<file path="src/rtl/rs_pipeline_flow_ctrl.sv">
// rs_pipeline_flow_ctrl
// Credit-based flow controller for a relay-station register pipeline.
// Head words travel through PIPE_LEVEL register stages into a DEPTH-entry
// tail FIFO. Each pop sends a credit back through CREDIT_LEVEL register stages.
// The head only accepts a word while it holds a credit, so the tail never has
// to push back combinationally across the pipeline.
//
// Ports:
//   clk, rst_n    single clock, asynchronous active-low reset
//   in_valid      head word valid
//   in_ready      head accept; it is decoded from registers only
//   in_data       head payload
//   out_valid     tail FIFO non-empty
//   out_ready     tail consumer accept
//   out_data      FIFO head entry (first-word fall-through)
//   credit_cnt    credits available at the head
//   fifo_cnt      tail FIFO occupancy
//   err_overflow  sticky; FIFO written while full without a simultaneous pop
module rs_pipeline_flow_ctrl #(
  parameter int DATA_WIDTH   = 32,
  parameter int PIPE_LEVEL   = 2,
  parameter int CREDIT_LEVEL = 2,
  parameter int DEPTH        = 8
) (
  input  logic                         clk,
  input  logic                         rst_n,
  input  logic                         in_valid,
  output logic                         in_ready,
  input  logic [DATA_WIDTH-1:0]        in_data,
  output logic                         out_valid,
  input  logic                         out_ready,
  output logic [DATA_WIDTH-1:0]        out_data,
  output logic [$clog2(DEPTH+1)-1:0]   credit_cnt,
  output logic [$clog2(DEPTH+1)-1:0]   fifo_cnt,
  output logic                         err_overflow
);

  localparam int CW = $clog2(DEPTH + 1);
  localparam int AW = $clog2(DEPTH);
  localparam logic [CW-1:0] FULL_CNT = CW'(DEPTH);

  logic                  ready_en;
  logic                  accept;
  logic                  pop;
  logic                  wr_en;
  logic [DATA_WIDTH-1:0] wr_data;
  logic                  wr_ok;
  logic                  credit_ret;
  logic [AW-1:0]         wr_ptr;
  logic [AW-1:0]         rd_ptr;
  logic [DATA_WIDTH-1:0] mem [DEPTH];

  assign in_ready  = ready_en && (credit_cnt != '0);
  assign accept    = in_valid && in_ready;
  assign out_valid = (fifo_cnt != '0);
  assign pop       = out_valid && out_ready;
  assign out_data  = mem[rd_ptr];

  // Holds the head closed for the whole reset and for the release cycle.
  always_ff @(posedge clk or negedge rst_n) begin
    if (!rst_n) ready_en <= 1'b0;
    else        ready_en <= 1'b1;
  end

  // Forward path: a shift register that never stalls. With zero stages an
  // accept writes the FIFO directly.
  generate
    if (PIPE_LEVEL == 0) begin : g_fwd_bypass
      assign wr_en   = accept;
      assign wr_data = in_data;
    end else begin : g_fwd_pipe
      logic [PIPE_LEVEL-1:0] vld;
      logic [DATA_WIDTH-1:0] dat [PIPE_LEVEL];

      always_ff @(posedge clk or negedge rst_n) begin
        if (!rst_n) begin
          vld <= '0;
        end else begin
          vld[0] <= accept;
          for (int i = 1; i < PIPE_LEVEL; i++) vld[i] <= vld[i-1];
        end
      end

      // Payload is qualified by vld, so it is not reset.
      always_ff @(posedge clk) begin
        dat[0] <= in_data;
        for (int i = 1; i < PIPE_LEVEL; i++) dat[i] <= dat[i-1];
      end

      assign wr_en   = vld[PIPE_LEVEL-1];
      assign wr_data = dat[PIPE_LEVEL-1];
    end
  endgenerate

  // Credit return path: one pulse per pop, delayed by CREDIT_LEVEL stages.
  generate
    if (CREDIT_LEVEL == 0) begin : g_cred_bypass
      assign credit_ret = pop;
    end else begin : g_cred_pipe
      logic [CREDIT_LEVEL-1:0] cvld;

      always_ff @(posedge clk or negedge rst_n) begin
        if (!rst_n) begin
          cvld <= '0;
        end else begin
          cvld[0] <= pop;
          for (int i = 1; i < CREDIT_LEVEL; i++) cvld[i] <= cvld[i-1];
        end
      end

      assign credit_ret = cvld[CREDIT_LEVEL-1];
    end
  endgenerate

  // If an accept and a returning credit happen in the same cycle, they cancel.
  // Accepts are gated by credit_cnt != 0, so only the increment needs a bound.
  always_ff @(posedge clk or negedge rst_n) begin
    if (!rst_n) begin
      credit_cnt <= FULL_CNT;
    end else begin
      case ({accept, credit_ret})
        2'b10:   credit_cnt <= credit_cnt - CW'(1);
        2'b01:   if (credit_cnt != FULL_CNT) credit_cnt <= credit_cnt + CW'(1);
        default: credit_cnt <= credit_cnt;
      endcase
    end
  end

  // When the FIFO is full, a write goes ahead only if a pop frees the slot in
  // the same cycle. In that case wr_ptr equals rd_ptr, and the entry being
  // read out is replaced at the same edge.
  assign wr_ok = wr_en && ((fifo_cnt != FULL_CNT) || pop);

  always_ff @(posedge clk) begin
    if (wr_ok) mem[wr_ptr] <= wr_data;
  end

  always_ff @(posedge clk or negedge rst_n) begin
    if (!rst_n) begin
      wr_ptr       <= '0;
      rd_ptr       <= '0;
      fifo_cnt     <= '0;
      err_overflow <= 1'b0;
    end else begin
      if (wr_ok) wr_ptr <= wr_ptr + AW'(1);
      if (pop)   rd_ptr <= rd_ptr + AW'(1);
      case ({wr_ok, pop})
        2'b10:   fifo_cnt <= fifo_cnt + CW'(1);
        2'b01:   fifo_cnt <= fifo_cnt - CW'(1);
        default: fifo_cnt <= fifo_cnt;
      endcase
      if (wr_en && !wr_ok) err_overflow <= 1'b1;
    end
  end

endmodule
</file>
<file path="config.mk">
export PLATFORM = sky130hd
export DESIGN_NAME = rs_pipeline_flow_ctrl
export DESIGN_NICKNAME = d
export VERILOG_FILES = /design/src/rtl/rs_pipeline_flow_ctrl.sv
export SDC_FILE = /design/constraint.sdc
export NUM_CORES = 1
export LEC_CHECK = 0
export ABC_AREA = 1
export BUFFER_PORTS_ARGS = -buffer_cell sky130_fd_sc_hd__buf_2
export CORE_MARGIN = 8
export CORE_UTILIZATION = 41
export CTS_CLUSTER_SIZE = 8
export DETAILED_ROUTE_END_ITERATION = 6
export GPL_ROUTABILITY_DRIVEN = 1
export PLACE_DENSITY = 0.64
export SYNTH_ARGS = -nofsm -noshare
export SYNTH_HDL_FRONTEND = slang
export SYNTH_SLANG_ARGS = --single-unit
</file>
<file path="constraint.sdc">
create_clock -name clk -period 6.1 [get_ports clk]
set_clock_uncertainty 0.2 [all_clocks]
set_input_delay 0.915 -clock clk [delete_from_list [all_inputs] [get_ports clk]]
set_output_delay 0.915 -clock clk [all_outputs]
set_load 0.005 [all_outputs]
</file>
==> results.json <==
{
  "placed_area_um2": 13030,
  "max_slew_margin": 0.3033,
  "drc_errors": 0,
  "diodes": 0,
  "portBuffers": 78,
  "clock_sinks": 340,
  "grt_usage": 0.1439,
  "wirelength_mm": 25.72,
  "htreeDepth": 2,
  "rsz0062_at_grt": "false",
  "coreArea_um2": 29560,
  "hp-class": "in -> async",
  "cp-endpoint": "out_data[13]",
  "synth-seq-cells": 340,
  "finalPower_mw": 7.115,
  "ant_nets": 0,
  "yosys.area_share.simple": 0.09638,
  "drive_gt1_frac": 0.1479,
  "r2r_slack_ns": 3.45,
  "synth_cell_types": 29,
  "synth_area_um2": 12270,
  "whs_ns": 0.1084,
  "postCtsSetupBuffers": 0,
  "placed_cells": 1371,
  "status": "completed",
  "min_period_ns": 4.279,
  "syn-mean-instance-area_um2": 13.06,
  "synth_cells": 939,
  "rr_worst_depth": 7,
  "first_pass_iters": 4,
  "dp_hpwl_mm": 13.48,
  "drt-initial-drc-count": 612,
  "dieHeight_um": 189.0,
  "syn_to_final_growth_pct": 17.71,
  "cts_tree": "yes",
  "die_area_um2": 35710,
  "fin_crit_sh": 0.7015,
  "ctsResizeCount": 0,
  "antenna_found_initial": 0,
  "place.gp.congestion": 0.7197,
  "synth_fa_ha_area_frac": 0.01040,
  "path_max_fanout": 90,
  "cts_made_buffers": 48,
  "worst_setup_path_start_kind": "flip-flop",
  "critPathCaptureType": "primary output",
  "fin_area_um2": 14440,
  "wl_per_cell_um": 17.64,
  "synth-xor-area-share": 0.004997,
  "maxSlewViolCount": 0,
  "synth_seq_area_share": 0.7720,
  "yosys_warnings": 0,
  "synth-compound-area-share": 0.08710,
  "hold_viol": 0,
  "peakVddDrop_mv": 0.2353,
  "clockRootBuffer": "clkbuf_16",
  "setup-tns-final_ns": 0,
  "start_util": 0.4150,
  "timing.rr.start": "fifo_cnt[1]",
  "synth_nets": 984,
  "grt_first_pass_wirelength_mm": 40.82,
  "io_pins": 79,
  "vias_per_cell": 4.972,
  "cts_buffer_depth": 3,
  "maxCapViolCount": 0,
  "nFillCells": 2528,
  "startpoint": "rd_ptr[0]",
  "hold_buffers": 0,
  "synthMuxAreaShare": 0,
  "die_w_um": 189.0,
  "grt_max_degree": 96,
  "worst_pin_slew_ns": 1.045,
  "overflow": 0,
  "synth_top_family_by_area": "simple AND/OR/NAND/NOR gates",
  "rows": 63,
  "crit_arrival_ns": 3.16,
  "crit_required_ns": 4.98,
  "power.leakage_nw": 5.259,
  "finalNetCount": 1076,
  "clk_latency_ns": 0.55,
  "r2r_end": "mem[7][9]",
  "vias": 7249,
  "fin_cells": 1458,
  "power_density_nw_per_um2": 492.7,
  "path_clk_slew_ns": 0.05,
  "grt_pass1_vias": 7287,
  "fmax_mhz": 233.7,
  "setup_viol": 0,
  "critPathKind": "reg -> out"
}
state kept, by name, summed over array words and instances (netlist names):
| register | flops |
|---|---|
| credit_cnt | 4 |
| wr_ptr | 3 |
| err_overflow | 1 |
| g_cred_pipe.cvld | 2 |
| ready_en | 1 |
| g_fwd_pipe.dat | 64 |
| g_fwd_pipe.vld | 2 |
| rd_ptr | 3 |
| mem | 256 |
| fifo_cnt | 4 |
worst min-delay path by stage:
| stage | startpoint | end |
|---|---|---|
| final | rst_n | credit_cnt[2] |
| after global routing | g_fwd_pipe.dat[0][25] | g_fwd_pipe.dat[0][57] |
| after CTS | rst_n | credit_cnt[2] |
| after detailed placement | g_fwd_pipe.dat[0][23] | g_fwd_pipe.dat[0][55] |
| after global placement | g_fwd_pipe.dat[0][23] | g_fwd_pipe.dat[0][55] |
| after floorplan | g_fwd_pipe.dat[0][0] | g_fwd_pipe.dat[0][32] |
through the flow:
stage | worst slack [ns] | utilization
3_5_place_dp | 2.324 | 0.4407
3_3_place_gp | 2.345 | 0.4407
6_report | 1.821 | 0.4885
5_1_grt | 1.555 | 0.4885
4_1_cts | 1.727 | 0.4885
2_1_floorplan | 2.688 | -
layer usage:
layer / GRT usage / vias up / routed length [um]
met1: 0.1792 / 3482 / 11180
met4: 0.05472 / 0 / 799
met3: 0.02999 / 64 / 1317
li1: - / 3506 / -
met5: 0 / - / 0
met2: 0.2439 / 197 / 12420
cells in the final DEF (no fill, tap or decap), drive strengths merged, types with 9 or more instances in the layout:
master	instances
o21ai	134
clkbuf	83
a31oi	32
buf	90
dfrtp	19
nand3	9
inv	20
dfxtp	64
nand2	126
edfxtp	256
a21oi	35
nor2	172
worst max-delay path, cell delays in order, from the launching register on:
cell     delay [ns]
dfrtp_4        0.64
inv_4          0.71
buf_4          0.50
nor2_1         0.07
o21ai_0        0.18
a21oi_1        0.05
a31oi_1        0.26
buf_2          0.17
synth_stat cells, drive strengths merged:
cell type | n | area, um2
edfxtp | 256 | 7687
a31oi | 32 | 200.2
dfstp | 1 | 26.28
nand2 | 126 | 473.0
dfrtp | 19 | 475.5
a21boi | 1 | 7.510
a21oi | 35 | 175.2
o211ai | 1 | 7.510
or2 | 1 | 6.260
o21bai | 1 | 7.510
nand3 | 9 | 45.04
clkbuf | 17 | 63.81
nor2 | 172 | 645.6
xor2 | 6 | 52.55
fa | 2 | 40.04
clkinv | 1 | 3.750
conb | 1 | 3.750
o21ai | 134 | 670.7
xnor2 | 1 | 8.760
ha | 7 | 87.58
dfxtp | 64 | 1281
buf | 31 | 215.2
nand4 | 2 | 12.51
inv | 19 | 71.31
cell type report:
cell class              count  area (um2)  area share
repair buffers             90       480.5     0.03327
clock inverters             4       81.33    0.005632
well taps                 390       488.0     0.03379
inverters                  20       77.57    0.005372
multi-input cells         531        2504      0.1734
flip-flops and latches    340        9477      0.6563
clock buffers              83        1333     0.09228
cells by family after synthesis:
family          count (synthesis)
flops                         340
simple gates                  310
other cells                     1
fa+ha+maj                       9
compound gates                204
xor+xnor                        7
buf+inv                        68
power breakdown:
part / leakage [nW] / internal, mW / switching (mW) / total (mW)
combinational: 1.50 / 0.609 / 1.20 / 1.81
clock: 0.666 / 1.48 / 0.936 / 2.41
sequential: 3.09 / 2.71 / 0.182 / 2.90
total: 5.26 / 4.80 / 2.31 / 7.12
Power figures use the tool's default switching activity.
